==> config.mk <==
export PLATFORM = sky130hd
export DESIGN_NAME = regfile_issue_ctrl
export DESIGN_NICKNAME = d
export VERILOG_FILES = /design/src/rtl/rv32ima_pkg.sv /design/src/rtl/regfile_scoreboard.sv /design/src/rtl/regfile_issue_ctrl.sv
export SDC_FILE = /design/constraint.sdc
export NUM_CORES = 1
export LEC_CHECK = 0
export CAP_MARGIN = 20
export CELL_PAD_IN_SITES_DETAIL_PLACEMENT = 1
export CELL_PAD_IN_SITES_GLOBAL_PLACEMENT = 1
export CORE_MARGIN = 2
export CORE_UTILIZATION = 36
export CTS_BUF_LIST = sky130_fd_sc_hd__clkbuf_16
export DETAILED_ROUTE_END_ITERATION = 10
export GPL_TIMING_DRIVEN = 0
export PLACE_DENSITY_LB_ADDON = 0.08
export SLEW_MARGIN = 20
export SYNTH_ARGS = -nofsm -noshare
export SYNTH_HDL_FRONTEND = slang
export SYNTH_SLANG_ARGS = --single-unit
export TNS_END_PERCENT = 50
==> constraint.sdc <==
create_clock -name clk -period 5.8 [get_ports clk]
set_input_delay 0.58 -clock clk [delete_from_list [all_inputs] [get_ports clk]]
set_output_delay 0.58 -clock clk [all_outputs]
set_load 0.05 [all_outputs]
==> src/rtl/rv32ima_pkg.sv <==
// Shared RV32 types plus the scoreboard width and a one-hot helper
// used by the issue controller.
package rv32ima_pkg;

    typedef logic [4:0]  reg_t;
    typedef logic [31:0] word_t;

    localparam int REG_CNT = 32;

    typedef logic [REG_CNT-1:0] scoreboard_t;

    function automatic scoreboard_t regMask(input reg_t r);
        scoreboard_t m;
        m    = '0;
        m[r] = 1'b1;
        return m;
    endfunction

endpackage

==> src/rtl/regfile_scoreboard.sv <==
// Pending-destination scoreboard: one busy bit per architectural register.
// A set and a clear aimed at the same register in one cycle leave it busy.
module regfile_scoreboard
    import rv32ima_pkg::*;
(
    input  logic        clk,
    input  logic        rst,
    input  logic        flush,
    input  logic        set_en,
    input  reg_t        set_idx,
    input  logic        clr_en,
    input  reg_t        clr_idx,
    output scoreboard_t busy
);

    scoreboard_t busy_q, busy_d;

    // Clear is applied before set so a re-issue to the retiring register stays busy.
    always_comb begin
        busy_d = busy_q;
        if (clr_en) begin
            busy_d = busy_d & ~regMask(clr_idx);
        end
        if (set_en) begin
            busy_d = busy_d | regMask(set_idx);
        end
        if (flush) begin
            busy_d = '0;
        end
        busy_d[0] = 1'b0;
    end

    always_ff @(posedge clk or posedge rst) begin
        if (rst) begin
            busy_q <= '0;
        end else begin
            busy_q <= busy_d;
        end
    end

    assign busy = busy_q;

endmodule

==> src/rtl/regfile_issue_ctrl.sv <==
// Issue stage between decode and execute: reads operands with writeback
// bypass, stalls on RAW/WAW hazards and registers the operand bundle.
module regfile_issue_ctrl
    import rv32ima_pkg::*;
#(
    parameter bit BYPASS_EN = 1'b1,
    parameter bit WAW_STALL = 1'b1
) (
    input  logic        clk,
    input  logic        rst,
    input  logic        flush,
    input  logic        issue_valid,
    output logic        issue_ready,
    input  reg_t        issue_rs1,
    input  reg_t        issue_rs2,
    input  reg_t        issue_rd,
    input  logic        issue_rd_en,
    output reg_t        rsel1,
    output reg_t        rsel2,
    input  word_t       rdat1,
    input  word_t       rdat2,
    output reg_t        wsel,
    output logic        wen,
    output word_t       wdat,
    input  logic        wb_valid,
    input  reg_t        wb_rd,
    input  word_t       wb_data,
    output logic        op_valid,
    input  logic        op_ready,
    output word_t       op_rs1_val,
    output word_t       op_rs2_val,
    output reg_t        op_rd,
    output logic        op_rd_en,
    output scoreboard_t busy,
    output logic        wb_err
);

    logic  op_valid_q, op_valid_d;
    word_t op_rs1_q, op_rs1_d;
    word_t op_rs2_q, op_rs2_d;
    reg_t  op_rd_q, op_rd_d;
    logic  op_rd_en_q, op_rd_en_d;
    logic  wb_err_q, wb_err_d;

    logic  byp1, byp2, haz1, haz2, hazWaw, accept, wbWrite;
    word_t rs1Val, rs2Val;

    assign rsel1   = issue_rs1;
    assign rsel2   = issue_rs2;
    assign wbWrite = wb_valid && (wb_rd != '0);
    assign wsel    = wb_rd;
    assign wdat    = wb_data;
    assign wen     = wbWrite;

    // A writeback landing this cycle resolves a RAW hazard only when bypass is enabled,
    // but always resolves a WAW hazard since the old write is retiring now.
    always_comb begin
        byp1   = BYPASS_EN && wb_valid && (wb_rd == issue_rs1);
        byp2   = BYPASS_EN && wb_valid && (wb_rd == issue_rs2);
        rs1Val = (issue_rs1 == '0) ? '0 : (byp1 ? wb_data : rdat1);
        rs2Val = (issue_rs2 == '0) ? '0 : (byp2 ? wb_data : rdat2);
        haz1   = (issue_rs1 != '0) && busy[issue_rs1] && !byp1;
        haz2   = (issue_rs2 != '0) && busy[issue_rs2] && !byp2;
        hazWaw = WAW_STALL && issue_rd_en && (issue_rd != '0) && busy[issue_rd]
                 && !(wb_valid && (wb_rd == issue_rd));
        issue_ready = !flush && (!op_valid_q || op_ready) && !haz1 && !haz2 && !hazWaw;
        accept      = issue_valid && issue_ready;
    end

    regfile_scoreboard u_scoreboard (
        .clk     (clk),
        .rst     (rst),
        .flush   (flush),
        .set_en  (accept && issue_rd_en && (issue_rd != '0)),
        .set_idx (issue_rd),
        .clr_en  (wbWrite),
        .clr_idx (wb_rd),
        .busy    (busy)
    );

    always_comb begin
        op_valid_d = op_valid_q;
        op_rs1_d   = op_rs1_q;
        op_rs2_d   = op_rs2_q;
        op_rd_d    = op_rd_q;
        op_rd_en_d = op_rd_en_q;
        if (flush) begin
            op_valid_d = 1'b0;
        end else if (accept) begin
            op_valid_d = 1'b1;
            op_rs1_d   = rs1Val;
            op_rs2_d   = rs2Val;
            op_rd_d    = issue_rd;
            op_rd_en_d = issue_rd_en;
        end else if (op_ready) begin
            op_valid_d = 1'b0;
        end
        wb_err_d = wb_err_q || (wbWrite && !busy[wb_rd] && !flush);
    end

    always_ff @(posedge clk or posedge rst) begin
        if (rst) begin
            op_valid_q <= 1'b0;
            op_rs1_q   <= '0;
            op_rs2_q   <= '0;
            op_rd_q    <= '0;
            op_rd_en_q <= 1'b0;
            wb_err_q   <= 1'b0;
        end else begin
            op_valid_q <= op_valid_d;
            op_rs1_q   <= op_rs1_d;
            op_rs2_q   <= op_rs2_d;
            op_rd_q    <= op_rd_d;
            op_rd_en_q <= op_rd_en_d;
            wb_err_q   <= wb_err_d;
        end
    end

    assign op_valid   = op_valid_q;
    assign op_rs1_val = op_rs1_q;
    assign op_rs2_val = op_rs2_q;
    assign op_rd      = op_rd_q;
    assign op_rd_en   = op_rd_en_q;
    assign wb_err     = wb_err_q;

endmodule
[Yosys cells after proc, flatten, opt, wreduce, memory -nomap -nowiden]
Index checks and enable logic that the tools add are counted.
Storage, ports and cells
  register bits after elaboration: 103
  bits of input ports: 123
Cells by class
  $lt $le $gt $ge: 6
  equal/unequal tests: 3
  mux-type cells: 22
  bitwise gates (word level): 4
  reduce and logical (&&, ||, !) cells: 41
Operators by type and width (count)
  $mux W32: 7
  $and A32 B32 Y32: 1
  $not A32 Y32: 1
  $or A32 B32 Y32: 1
  $lt A5 B6 Y1 const B: 4
  $logic_and A1 B1 Y1: 22
  $bmux W1 S5: 4
  $reduce_bool A5 Y1: 4
  $eq A5 B5 Y1: 3
  $demux W1 S5: 2
  $ge A5 B1 Y1 const B: 2
  $logic_not A5 Y1: 2
  $logic_not A1 Y1: 9
  $mux W1: 9
  $reduce_bool A3 Y1: 1
  $logic_or A1 B1 Y1: 2
  $reduce_and A2 Y1: 1
  $not A1 Y1: 1

[Logic depth before layout (Yosys ltp)]
  depth in word-level cells: 13
  depth in mapped cells: 11
  mapped depth without buffers: 7

[Cells and area by module]
From an unflattened synthesis, not the netlist that was laid out.
Second synthesis, totals
  cell total of the unflattened synthesis: 637
  area total of the unflattened synthesis: 6881.6 sq um
By module, submodules not included
  regfile_issue_ctrl: times used 1, cells each 480, area each 5362.6 sq um, seq. area each 1801.7 sq um
  regfile_scoreboard: times used 1, cells each 157, area each 1519.0 sq um, seq. area each 775.7 sq um

[Least setup slack after synthesis]
No wires, ideal clock.
  kind: input port to output port
  start: input issue_rd[0]
  end: output issue_ready
  arrival: 2692 ps
  setup slack: 2528 ps
  stages on the path: 8
  path buffers: 2
  cells stage by stage: clkbuf_1 buf_2 mux4_2 inv_1 o22ai_1 o31a_1 nor3_1 and2_1
On the way
  longest elaborated chain between the ends: 6
Ends and longest elaborated chain
  start: declaration: line regfile_issue_ctrl.sv:16  | input reg_t issue_rd,
  $bmux W1 S5 (tied with other cells): line regfile_issue_ctrl.sv:64  | hazWaw = WAW_STALL && issue_rd_en && (issue_rd != '0) && busy[issue_rd]
  $mux W1 (implied by the code) (tied with other cells): line regfile_issue_ctrl.sv:64
  $logic_and A1 B1 Y1 / $logic_not A1 Y1 (equally long branches): line regfile_issue_ctrl.sv:64, regfile_issue_ctrl.sv:65
  $logic_and A1 B1 Y1 (*): line regfile_issue_ctrl.sv:65  | && !(wb_valid && (wb_rd == issue_rd));
  $logic_not A1 Y1 (*): line regfile_issue_ctrl.sv:66  | issue_ready = !flush && (!op_valid_q || op_ready) && !haz1 && !haz2 && !hazWaw;
  $logic_and A1 B1 Y1 (*): line regfile_issue_ctrl.sv:66
  end: declaration: line regfile_issue_ctrl.sv:13  | output logic issue_ready,
Every way passes the cells marked *; elsewhere a longest branch is shown, timed or not. The select of a mux whose other input is x is not followed.

[Worst setup path after layout]
  start: input issue_rs2[1]
  end: output issue_ready
On the way
  longest elaborated chain between the ends: 7
Ends and longest elaborated chain
  start: declaration: line regfile_issue_ctrl.sv:15  | input reg_t issue_rs2,
  $bmux W1 S5 / $eq A5 B5 Y1 (equally long branches): line regfile_issue_ctrl.sv:63, regfile_issue_ctrl.sv:59
  $mux W1 (implied by the code) / $logic_and A1 B1 Y1 (equally long branches): line regfile_issue_ctrl.sv:63, regfile_issue_ctrl.sv:59
  $logic_and A1 B1 Y1 / $logic_not A1 Y1 (equally long branches): line regfile_issue_ctrl.sv:63  | haz2 = (issue_rs2 != '0) && busy[issue_rs2] && !byp2;
  $logic_and A1 B1 Y1 (*): line regfile_issue_ctrl.sv:63
  $logic_not A1 Y1 (*): line regfile_issue_ctrl.sv:66
  $logic_and A1 B1 Y1 (*) (2 in a row): line regfile_issue_ctrl.sv:66
Marked as above.

==> impl_metrics.ini <==
[power]
leakagePower_nw = 4.61
p_per_area_mw_per_mm2 = 275
total_power_mw = 2.82
vdd_drop_max_v = 0.000170

[sta]
setup_tns_ns = 0
rsz0062_at_grt = false
drv_slew = 0
hold_viol_final = 0
fmax_mhz = 214
fin_skew_ns = 0.00706
min_period_ns = 4.68
slew_headroom_pct = 48.0
worst_slew_pin_slew_ns = 0.781
final-setup-viol-count = 0
period_share_pct = 80.6

[placement]
hpwlAfterDp_um = 21900
dp_cells = 1126
gp_congestion = 0.938
dpl_cell_area_mm2 = 0.00994
port_buffers = 265

[worst_setup_path]
r2r_slack_ns = 2.65
r2r_end = op_rs2_val[24]
cp-endpoint = issue_ready
r2r_start = u_scoreboard.busy[31]
cp-start-kind = input pin
critPathKind = in2out
cp.arrival_ns = 4.10
critical_path.startpoint = issue_rs2[1]
critPathMaxFanout = 10
reg2reg_depth = 8
cp.required_ns = 5.22
cp-end-kind = output pin

[final_layout]
final_nets = 1000
fin_area_mm2 = 0.0103
nFillCells = 1980
drive_above_1_share_pct = 20.7
final_util_pct = 54.5
area_growth_pct = 48.1
fin_cells = 1143

[drt]
vias = 6362
drt-initial-drc-count = 295
dr.pass1.iters = 5
viasPerCell = 5.57
drc = 0
post_drt_wl_per_cell_um = 25.3
drt_wl_total_um = 28900
final_antenna_net_count = 0

[die]
die_h_um = 143
die_area_mm2 = 0.0204
die_w_um = 143
start_util_pct = 36.8
placementRows = 50
core-area_mm2 = 0.0188
pin_count = 276

[global_routing]
grt_overflow_total = 0
antenna_found_initial = 1
grt_use_total_pct = 28.3
grt_pass1_vias = 6818
grt_max_degree = 59
grt_pass1_wl_um = 43100

[cts]
path_clk_slew_ns = 0.08
post_cts_buffers = 0
insertion_delay_ns = 0.35
numCtsBuffers = 9
tritoncts = done
cts_resized = 0
clockRootBuffer = clkbuf_16
ctsHoldBuffers = 0
cts_max_level = 3
cts_buffer_depth = 2
cts_sinks = 103

[yosys]
synth.net_count = 723
ys_warn_count = 0
ys_seq_area_share_pct = 37.2
async_flop_share_pct = 100
synth_area_mm2 = 0.00693
synth_cell_types = 55
synth_edf_count = 0
synth_seq_cells = 103
synth_cells = 600
syn_area_per_cell_um2 = 11.6
synth-main-ff-cell = dfrtp_1

[outcome]
status = finished, final reports clean

[min_path]
hold_path.class = reg2reg

[flow_run]
cap_violations = 0
[flip-flops by register name (all words and copies together) (netlist names)]
register / count
op_rs1_val: 32
op_rs2_val: 32
u_scoreboard.busy: 31
op_rd: 5
op_rd_en: 1
op_valid: 1
wb_err: 1
[cell usage in the layout, fill, tap and decap left out, types with 3 or more instances in the layout]
cell type | synthesis | routed
a21o_1 | 31 | 31
clkbuf_16 | 0 | 9
a31oi_1 | 3 | 3
a21oi_1 | 4 | 4
nor2b_1 | 9 | 9
xor2_1 | 10 | 10
nor3_1 | 3 | 3
nor2_1 | 42 | 42
mux2_4 | 48 | 48
and3_1 | 12 | 12
mux4_1 | 3 | 3
o211a_1 | 15 | 15
buf_2 | 3 | 3
a22o_1 | 64 | 64
clkbuf_1 | 34 | 34
or3_1 | 5 | 5
nand2_1 | 23 | 23
buf_12 | 6 | 6
mux2i_1 | 4 | 4
mux2_2 | 26 | 26
o22ai_1 | 3 | 3
inv_1 | 17 | 16
o311a_1 | 3 | 3
buf_4 | 53 | 53
mux4_2 | 26 | 26
nand3_1 | 12 | 12
clkdlybuf4s50_1 | 0 | 265
dfrtp_1 | 103 | 103
nand3b_1 | 3 | 3
[routing by layer]
layer,global-route usage [%],share of wire (%),routed length [um],up-vias
met5,0,0,0,-
met4,9.33,2.7,789,0
met3,4.93,6.7,1940,45
met2,46.5,48,13900,295
met1,38.1,43,12300,3272
li1,-,-,-,2750
[worst max-delay path, stage by stage]
cell,delay [ns]
clkdlybuf4s50_1,0.53
clkbuf_1,0.50
mux4_2,0.57
mux2i_1,0.33
nand2_1,0.11
a31o_2,0.26
a22oi_2,0.20
and2_1,0.16
clkdlybuf4s50_1,0.84
[worst min-delay path by stage]
stage                           start  endpoint  depth (start not counted)
after floorplan           issue_rd[3]  op_rd[3]                          1
after global placement         wb_err    wb_err                          1
after detailed placement       wb_err    wb_err                          1
after CTS                      wb_err    wb_err                          1
after global routing           wb_err    wb_err                          1
final                          wb_err    wb_err                          1
[Yosys cell counts, types with 2 or more instances]
library cell  count  area [um2]
nor3_1            3        15.0
nand2_1          23        86.3
mux4_2           26         586
nor4_1            2        12.5
or3_1             5        31.3
nor2b_1           9        56.3
mux2_2           26         293
o31a_1            2        17.5
xnor2_1           2        17.5
o211a_1          15         150
xor2_1           10        87.6
a21oi_1           4        20.0
and3_1           12        75.1
inv_1            17        63.8
mux4_1            3        78.8
o22ai_1           3        18.8
buf_12            6         120
mux2i_1           4        40.0
a22oi_1           2        15.0
or4_1             2        15.0
clkbuf_1         34         128
a31oi_1           3        18.8
o221ai_1          2        17.5
mux2_4           48         721
nand3_1          12        60.1
a21o_1           31         233
dfrtp_1         103        2580
buf_2             3        15.0
nor2_1           42         158
nand3b_1          3        22.5
o311a_1           3        30.0
a22o_1           64         561
and3b_1           2        17.5
buf_4            53         398
[cells by family after synthesis]
family	count (synthesis)	synth area share [%]
DFF	103	37.2
and+or+nand+nor	120	8.46
buffers and inverters	114	10.6
AOI/OAI and AO/OA	142	17.2
muxes	108	24.9
other	1	0.0541
xor gates and xnor gates	12	1.52
[per-stage QoR]
stage	hold WS, ns	setup slack [ns]
floorplan	0.728	2.52
global placement	0.449	0.688
detailed placement	0.461	1.12
CTS	0.483	1.11
global route	0.508	0.949
finish	0.478	1.12
[area by class of cell]
type	instances	area, um2	share of cell area [%]
antenna	1	2.50	0.0244
buffer	97	672	6.54
clock buffer	9	225	2.19
clock inverter	7	95.1	0.926
inverter	17	68.8	0.670
multi-input combinational	383	3620	35.3
sequential	103	2580	25.1
tap	260	325	3.17
timing repair buffer	266	2680	26.1
[power breakdown]
part           switching [mW]  leakage [nW]  internal [mW]  total, mW
sequential             0.0707          1.28          0.831      0.902
clock                   0.299         0.153          0.381      0.680
combinational           0.741          3.17          0.502       1.24
Power figures use the tool's default switching activity.
